### config.mk
export PLATFORM = sky130hd
export DESIGN_NAME = rib_rr_arbiter
export DESIGN_NICKNAME = d
export VERILOG_FILES = /design/src/rtl/rib_rr_arbiter.sv
export SDC_FILE = /design/constraint.sdc
export NUM_CORES = 1
export LEC_CHECK = 0
export ABC_AREA = 1
export CORE_AREA = 2 2 192 194
export DETAILED_ROUTE_END_ITERATION = 7
export DIE_AREA = 0 0 194 196
export SYNTH_ARGS = -nofsm -noshare
export SYNTH_HDL_FRONTEND = slang
export SYNTH_SLANG_ARGS = --single-unit
### constraint.sdc
create_clock -name clk -period 2.6 [get_ports clk]
set_input_delay 0.26 -clock clk [delete_from_list [all_inputs] [get_ports clk]]
set_output_delay 0.26 -clock clk [all_outputs]
set_load 0.01 [all_outputs]
### src/rtl/rib_rr_arbiter.sv
// -----------------------------------------------------------------------------
// rib_rr_arbiter
//
// Round-robin arbiter that multiplexes NUM_M bus masters onto one downstream
// slave port. A master owns the port for as long as it keeps its request high.
// On release, ownership passes straight to the next requester in round-robin
// order, or the arbiter returns to IDLE when nobody else is waiting.
//
// Optional feature (compile-time macro RIB_ARB_STARVE_GUARD_EN):
//   When defined, a hold counter forces a rotation after an owner has kept
//   the port for MAX_HOLD contended cycles. When undefined, there is no
//   counter and an owner may hold the port indefinitely.
//
// Ports
//   clk          : clock, all state updates on the rising edge
//   rst          : asynchronous reset, active low
//   m_req_i      : per-master request
//   m_we_i       : per-master write enable
//   m_addr_i     : flattened master addresses, master k at [k*AW +: AW]
//   m_data_i     : flattened master write data, master k at [k*DW +: DW]
//   m_data_o     : flattened read data; only the owner's slice is non-zero
//   m_gnt_o      : one-hot grant (all zero when IDLE)
//   hold_flag_o  : some requesting master is currently not granted
//   s_req_o      : downstream request (owner's request while OWNED)
//   s_we_o       : downstream write enable
//   s_addr_o     : downstream address
//   s_data_o     : downstream write data
//   s_data_i     : downstream read data
//   gnt_id_o     : index of the current owner (0 when IDLE)
// -----------------------------------------------------------------------------
module rib_rr_arbiter #(
    parameter int NUM_M    = 4,
    parameter int AW       = 32,
    parameter int DW       = 32,
    parameter int MAX_HOLD = 16
) (
    input  logic                       clk,
    input  logic                       rst,
    input  logic [NUM_M-1:0]           m_req_i,
    input  logic [NUM_M-1:0]           m_we_i,
    input  logic [NUM_M*AW-1:0]        m_addr_i,
    input  logic [NUM_M*DW-1:0]        m_data_i,
    output logic [NUM_M*DW-1:0]        m_data_o,
    output logic [NUM_M-1:0]           m_gnt_o,
    output logic                       hold_flag_o,
    output logic                       s_req_o,
    output logic                       s_we_o,
    output logic [AW-1:0]              s_addr_o,
    output logic [DW-1:0]              s_data_o,
    input  logic [DW-1:0]              s_data_i,
    output logic [$clog2(NUM_M)-1:0]   gnt_id_o
);

    localparam int IDW = $clog2(NUM_M);

    typedef enum logic {
        IDLE  = 1'b0,
        OWNED = 1'b1
    } state_e;

    state_e           state_q, state_d;
    logic [IDW-1:0]   owner_q, owner_d;
    logic [IDW-1:0]   last_q,  last_d;
    logic [NUM_M-1:0] others;
    logic             rotate;
    logic             force_rot;

`ifdef RIB_ARB_STARVE_GUARD_EN
    localparam int CW = $clog2(MAX_HOLD) + 1;
    logic [CW-1:0]    hold_cnt_q, hold_cnt_d;
`endif

    // First set bit of req, searching upward from last+1 with wrap-around.
    function automatic logic [IDW-1:0] rr_pick(input logic [NUM_M-1:0] req,
                                               input logic [IDW-1:0]   last);
        logic           found;
        logic [IDW-1:0] cand;
        int             idx;
        rr_pick = '0;
        found   = 1'b0;
        for (int i = 1; i <= NUM_M; i++) begin
            idx  = (int'(last) + i) % NUM_M;
            cand = idx[IDW-1:0];
            if (!found && req[cand]) begin
                found   = 1'b1;
                rr_pick = cand;
            end
        end
    endfunction

    // ---------------------------------------------------------------------
    // Next-state logic
    // ---------------------------------------------------------------------
    always_comb begin
        // NOTE: every variable gets a default before any branch so that no
        // path leaves it unassigned, which would infer a latch.
        state_d   = state_q;
        owner_d   = owner_q;
        last_d    = last_q;
        others    = m_req_i & ~m_gnt_o;
        force_rot = 1'b0;
        rotate    = 1'b0;
`ifdef RIB_ARB_STARVE_GUARD_EN
        hold_cnt_d = hold_cnt_q;
        force_rot  = (state_q == OWNED) && (|others) &&
                     (hold_cnt_q == CW'(MAX_HOLD - 1));
`endif

        case (state_q)
            IDLE: begin
                if (|m_req_i) begin
                    state_d = OWNED;
                    owner_d = rr_pick(m_req_i, last_q);
                    last_d  = owner_d;
                end
            end
            OWNED: begin
                rotate = !m_req_i[owner_q] || force_rot;
                if (rotate) begin
                    // A newcomer on the same edge the owner drops is already
                    // in 'others', so it takes part in this decision.
                    if (|others) begin
                        owner_d = rr_pick(others, last_q);
                        last_d  = owner_d;
                    end else begin
                        state_d = IDLE;
                    end
`ifdef RIB_ARB_STARVE_GUARD_EN
                    hold_cnt_d = '0;
`endif
                end
`ifdef RIB_ARB_STARVE_GUARD_EN
                else if ((|others) && (hold_cnt_q < CW'(MAX_HOLD - 1))) begin
                    hold_cnt_d = hold_cnt_q + 1'b1;
                end
`endif
            end
            default: state_d = IDLE;
        endcase
    end

    // ---------------------------------------------------------------------
    // State registers
    // ---------------------------------------------------------------------
    // NOTE: sequential state uses non-blocking assignments so every register
    // samples its pre-edge inputs, independent of statement order.
    always_ff @(posedge clk or negedge rst) begin
        if (!rst) begin
            state_q <= IDLE;
            owner_q <= '0;
            last_q  <= IDW'(NUM_M - 1);   // master 0 wins first after reset
        end else begin
            state_q <= state_d;
            owner_q <= owner_d;
            last_q  <= last_d;
        end
    end

`ifdef RIB_ARB_STARVE_GUARD_EN
    always_ff @(posedge clk or negedge rst) begin
        if (!rst) begin
            hold_cnt_q <= '0;
        end else begin
            hold_cnt_q <= hold_cnt_d;
        end
    end
`endif

    // ---------------------------------------------------------------------
    // Output routing: everything is derived from state_q, so an asynchronous
    // reset drops the grant and the downstream port without waiting for clk.
    // ---------------------------------------------------------------------
    always_comb begin
        m_gnt_o  = '0;
        gnt_id_o = '0;
        s_req_o  = 1'b0;
        s_we_o   = 1'b0;
        s_addr_o = '0;
        s_data_o = '0;
        m_data_o = '0;
        if (state_q == OWNED) begin
            m_gnt_o[owner_q]                     = 1'b1;
            gnt_id_o                             = owner_q;
            s_req_o                              = m_req_i[owner_q];
            s_we_o                               = m_we_i[owner_q];
            s_addr_o                             = m_addr_i[int'(owner_q)*AW +: AW];
            s_data_o                             = m_data_i[int'(owner_q)*DW +: DW];
            m_data_o[int'(owner_q)*DW +: DW]     = s_data_i;
        end
    end

    assign hold_flag_o = |(m_req_i & ~m_gnt_o);

endmodule
==> results.yml, run 1 <==
finish:
  final_util: 0.273
  diodes: 0
  num-nets-final: 1612
  drive_gt1_frac: 0.0649
  areaGrowthSynthToFinish_pct: 158
  multi_input_area_mm2: 0.00314
  seq_area_um2: 133
  nFillCells: 4006
critical_path:
  crit_arrival_ns: 2.29
  crit_type: "flop to primary output"
  start_kind: "flop"
  crit_fanout: 25
  cp.required_ns: 2.34
  timing.reg2reg.setup_slack_ns: 0.71
  cp-end-kind: "primary output"
detailed_routing:
  drc: 0
  first_pass_iters: 7
  via_count: 7549
  routedWlPerCell_um: 18.0
  wl_um: 31900
  drt-initial-drc-count: 384
  viasPerCell: 4.25
  ant_nets: 0
timing:
  period_share: 0.981
  finalSetupTns_ns: 0
  fmax_ghz: 0.392
  clock_skew_ns: 0.00215
  tightestPinTransition_ns: 0.464
  setup_violations: 0
  finalHoldViolCount: 0
  min_period_ns: 2.55
  slew_headroom: 0.690
  drv_slew: 0
cts:
  htree_levels: 1
  clk_pin_slew_ns: 0.03
  cts_sinks: 5
  root_buffer: "clkbuf_16"
  cts_tree: "built"
  clk_latency_ns: 0.23
  clock_path_buffers: 2
  cts_hold_buf: 0
  cts_buffers: 3
global_routing:
  grt_pass1_vias: 7570
  gr-total-overflow: 0
  met1_usage: 0.191
  grt_pass1_wl_um: 45500
  met2_usage: 0.269
  grt_busiest_layer: "met2"
  globalRouteTotalUtil: 0.152
  antenna_found_initial: 0
  grt_max_degree: 64
  grt_use_met3: 0.0311
die:
  initial_core_util: 0.106
  dieArea_mm2: 0.0380
  coreArea_mm2: 0.0361
  die_w_um: 194
  rows: 70
  fp.dieH_um: 196
  ioPinCount: 499
synth:
  synthCells: 837
  synthesis.nets: 1139
  synth_most_common_cell: "nor2_1"
  yosys.area.top_type: "nor2_1"
  avgSynthCellArea_um2: 4.56
  synth_ff_type: "dfrtp_1"
  synth_commonest_cells: "nor2_1 (326), o21ai_0 (131), a21oi_1 (67)"
  yosys_register_bits: 5
  ys_seq_area_frac: 0.0334
  synth_cell_types: 26
  async_flop_share: 1.00
  yosys.area.top_type_share: 0.320
  syn_area_mm2: 0.00382
  synth_warnings: 0
  synthTopCellsByArea: "nor2_1 (32%), o21ai_0 (17%), a21oi_1 (8.8%)"
  synth_edf_count: 0
power_and_ir_drop:
  comb_power_share: 0.948
  vdd_ir_drop_max_mv: 0.533
  p_per_area_mw_per_mm2: 900
  swShare: 0.532
  clockPowerShare: 0.029
  p_int_mw: 4.15
  p_leak_nw: 4.32
  p_seq_frac: 0.024
  p_switching_mw: 4.71
worst_hold_path:
  hold_path_class: "primary input to async pin"
outcome:
  status: "finished clean"
placement:
  gp_congestion: 0.833
  portBuffers: 498
  hpwl_um: 25000
flow_run:
  drv_cap: 0
==> cells by family after synthesis <==
| kind of cell | count (synthesis) | share of synthesized area |
|---|---|---|
| buf+inv | 135 | 0.152 |
| compound gates | 202 | 0.269 |
| flops | 5 | 0.0334 |
| fa+ha+maj | 4 | 0.0131 |
| simple gates | 491 | 0.532 |
==> worst paths after layout <==
kind,end,from,cells after the start
worst min register to register,last_q[1],last_q[1],2
max in group asynchronous,last_q[1],rst,1
worst min-delay path,state_q,rst,1
min in group clk,last_q[1],last_q[1],2
worst max register to register,owner_q[0],owner_q[0],12
worst max-delay path,s_data_o[23],owner_q[0],6
==> layout by cell type (no fill, tap or decap), types with 4 or more instances in the layout <==
| master | n |
|---|---|
| inv_2 | 5 |
| nand3_1 | 49 |
| buf_12 | 13 |
| inv_1 | 50 |
| a21oi_1 | 64 |
| nand2_1 | 38 |
| buf_4 | 28 |
| a21oi_2 | 4 |
| clkdlybuf4s50_1 | 457 |
| dlymetal6s2s_1 | 38 |
| clkbuf_16 | 5 |
| nor3_1 | 63 |
| nand2_2 | 10 |
| o21ai_0 | 129 |
| nor2_1 | 324 |
==> metrics by stage <==
stage | area, um2 | total power, mW | hold WS, ns | setup slack [ns] | std cells
after floorplan | 3820 | 4.11 | -0.0356 | 0.431 | 837
after CTS | 9650 | 8.80 | 0.276 | -0.00494 | 1775
after global placement | 9540 | 8.43 | 0.505 | 0.163 | 1768
final | 9840 | 8.86 | 0.270 | 0.0503 | 1777
after global routing | 9840 | 9.58 | 0.290 | -0.00453 | 1777
after detailed placement | 9540 | 8.45 | 0.510 | 0.173 | 1768
==> timing repair <==
item                       4_1_cts  5_1_grt
setup buffers                    3        0
resized for setup                6       50
pin swaps                        0        1
setup endpoints to repair       11       54
cloned                           0        2
==> power groups by stage <==
stage	sequential [mW]	clock [mW]	combinational [mW]
after global placement	0.218	0	8.21
after floorplan	0.155	0	3.95
after global routing	0.218	0.266	9.10
after detailed placement	0.220	0	8.23
final	0.210	0.253	8.39
after CTS	0.207	0.258	8.33
==> critical path, cell delays in order, from the launching register on <==
cell	delay, ns
dfrtp_4	0.50
clkinv_2	0.11
buf_12	0.19
buf_4	0.25
o21ai_0	0.17
a21oi_2	0.22
clkdlybuf4s50_1	0.61
==> routing by layer <==
| layer | vias to the layer above | part of all wire |
|---|---|---|
| met5 | - | 0 |
| met4 | 0 | 0.019 |
| met3 | 28 | 0.078 |
| met2 | 399 | 0.48 |
| met1 | 3472 | 0.42 |
| li1 | 3650 | - |
==> registers in the layout (all words and copies together) (netlist names) <==
signal   cells
state_q      1
owner_q      2
last_q       2
==> cell type report <==
cell class | count | area share
inverters | 57 | 0.0221
flip-flops and latches | 5 | 0.0135
well taps | 468 | 0.0595
repair buffers | 546 | 0.578
multi-input cells | 697 | 0.319
clock buffers | 4 | 0.00801
Note: power is estimated with default switching activity, not from simulation.
==> run 2: changes to the inputs <==
Settings changed: CAP_MARGIN from default to 40.
==> results of run 2 <==
Same layout as run 1: the final DEF is identical, and so are final timing and power.
==> run 3: changes to the inputs <==
Settings changed: PLACE_DENSITY from default to 0.42.
==> run 3 against run 2 <==
Critical endpoint is now m_data_o[86]; critical path depth up 2; critical path type unchanged; sequential share of layout area about the same; sequential cell count unchanged.
==> results.yml, run 3 (synthesis results as in run 1) <==
placement:
  hpwl_um: 25400
  gp_congestion: 0.844
  place_area_mm2: 0.00938
  portBuffers: 498
critical_path:
  crit_end: "m_data_o[86]"
  r2r_start: "owner_q[0]"
  crit_type: "flop to primary output"
  cp-end-kind: "primary output"
  crit_slowest_cell: "clkdlybuf4s50_1"
  worst-path-stages: 8
  crit_chain: "inv_6 > ha_1 > nand2_2 > inv_1 > nand3_1 > buf_12 > nor3_1 > clkdlybuf4s50_1"
  cp.required_ns: 2.34
  r2r-end: "owner_q[1]"
  critical_path.top_delay_family: "buffers and inverters"
  cp_num_buf_inv: 4
  critPathMaxStageDelay_ns: 0.56
  crit_fanout: 32
  crit_arrival_ns: 2.28
  start_kind: "flop"
  worstSetupStartpoint: "owner_q[0]"
  ff2ff_path_depth: 12
  timing.reg2reg.setup_slack_ns: 0.69
global_routing:
  globalRouteTotalUtil: 0.161
  grt_busiest_layer: "met2"
  met2_usage: 0.290
  grt_use_met3: 0.0382
  gr-total-overflow: 0
  antenna_found_initial: 0
  grt_max_degree: 82
  grt_pass1_wl_um: 47500
  met1_usage: 0.196
  grt_pass1_vias: 7377
outcome:
  status: "finished clean"
die:
  die_w_um: 194
  rows: 70
  ioPinCount: 499
  coreArea_mm2: 0.0361
  fp.dieH_um: 196
  initial_core_util: 0.106
  dieArea_mm2: 0.0380
detailed_routing:
  drt-initial-drc-count: 347
  first_pass_iters: 5
  via_count: 7272
  viasPerCell: 4.13
  routedWlPerCell_um: 18.6
  wl_um: 32800
  ant_nets: 0
  drc: 0
finish:
  num-nets-final: 1597
  fin_area_mm2: 0.00975
  drive_gt1_frac: 0.0541
  final_util: 0.270
  layout_common_cells: "clkdlybuf4s50_1 (419), nor2_1 (325), o21ai_0 (130)"
  largest_registers: "last_q: 2 flops, owner_q: 2 flops, state_q: 1 flops"
  diodes: 0
  layout_commonest_cell: "clkdlybuf4s50_1"
  areaGrowthSynthToFinish_pct: 155
cts:
  cts_hold_buf: 0
  clk_pin_slew_ns: 0.03
  root_buffer: "clkbuf_16"
  cts_buffers: 3
  htree_levels: 1
  cts_tree: "built"
  cts_sinks: 5
  clock_path_buffers: 2
  clk_latency_ns: 0.23
power_and_ir_drop:
  p_leak_nw: 4.79
  power.total_mw: 8.55
  swShare: 0.531
  vdd_ir_drop_max_mv: 0.474
  p_switching_mw: 4.54
  p_seq_frac: 0.028
  p_int_mw: 4.01
  clockPowerShare: 0.030
  comb_power_share: 0.942
  p_per_area_mw_per_mm2: 877
timing:
  fmax_ghz: 0.393
  slew_headroom: 0.693
  drv_slew: 0
  clock_skew_ns: 0.000352
  setup_violations: 0
  period_share: 0.978
  rsz0062_at_grt: "true"
  min_period_ns: 2.54
  finalHoldViolCount: 0
  tightestPinTransition_ns: 0.460
flow_run:
  drv_cap: 0
worst_hold_path:
  hold_path_class: "primary input to async pin"
run 3: routing by layer:
layer | up-vias | wire length [um]
met2 | 351 | 16200
met3 | 24 | 2550
met5 | - | 0
met1 | 3276 | 13600
met4 | 0 | 496
li1 | 3621 | -
run 3: layout make-up:
cell class	count	area [um2]
Fill cell	4113	26300
Timing Repair Buffer	531	5600
Multi-Input combinational cell	697	3130
Tap cell	468	586
Inverter	57	224
Sequential cell	5	135
Clock buffer	4	78.8
run 3: timing repair:
item / in CTS / in global routing
setup buffers: 1 / 4
gates resized for setup: 19 / 75
endpoints found under the setup margin: 14 / 109
pin swaps: 0 / 0
gates cloned: 2 / 0
run 3: power by group through the flow:
stage,combinational [mW],clock [mW],sequential [mW]
after floorplan,3.95,0,0.155
after global placement,8.03,0,0.231
after detailed placement,7.97,0,0.234
after CTS,8.20,0.260,0.237
after global routing,8.82,0.268,0.257
final,8.05,0.257,0.243
run 3: how the worst min path moves through the flow:
stage | start | endpoint | slack, ns | cells after the start
after floorplan | rst | owner_q[0] | -0.04 | 0
after global placement | rst | state_q | 0.51 | 1
after detailed placement | rst | state_q | 0.52 | 1
after CTS | rst | state_q | 0.28 | 1
after global routing | rst | state_q | 0.28 | 1
final | rst | state_q | 0.26 | 1
run 3: stage by stage:
step	TNS (ns)	hold slack [ns]	std cells	setup slack, ns
after floorplan	0	-0.0356	837	0.431
after global placement	0	0.511	1751	0.150
after detailed placement	0	0.516	1751	0.163
after CTS	0	0.275	1758	0.00202
after global routing	-0.0841	0.282	1762	-0.0393
final	0	0.263	1762	0.0572
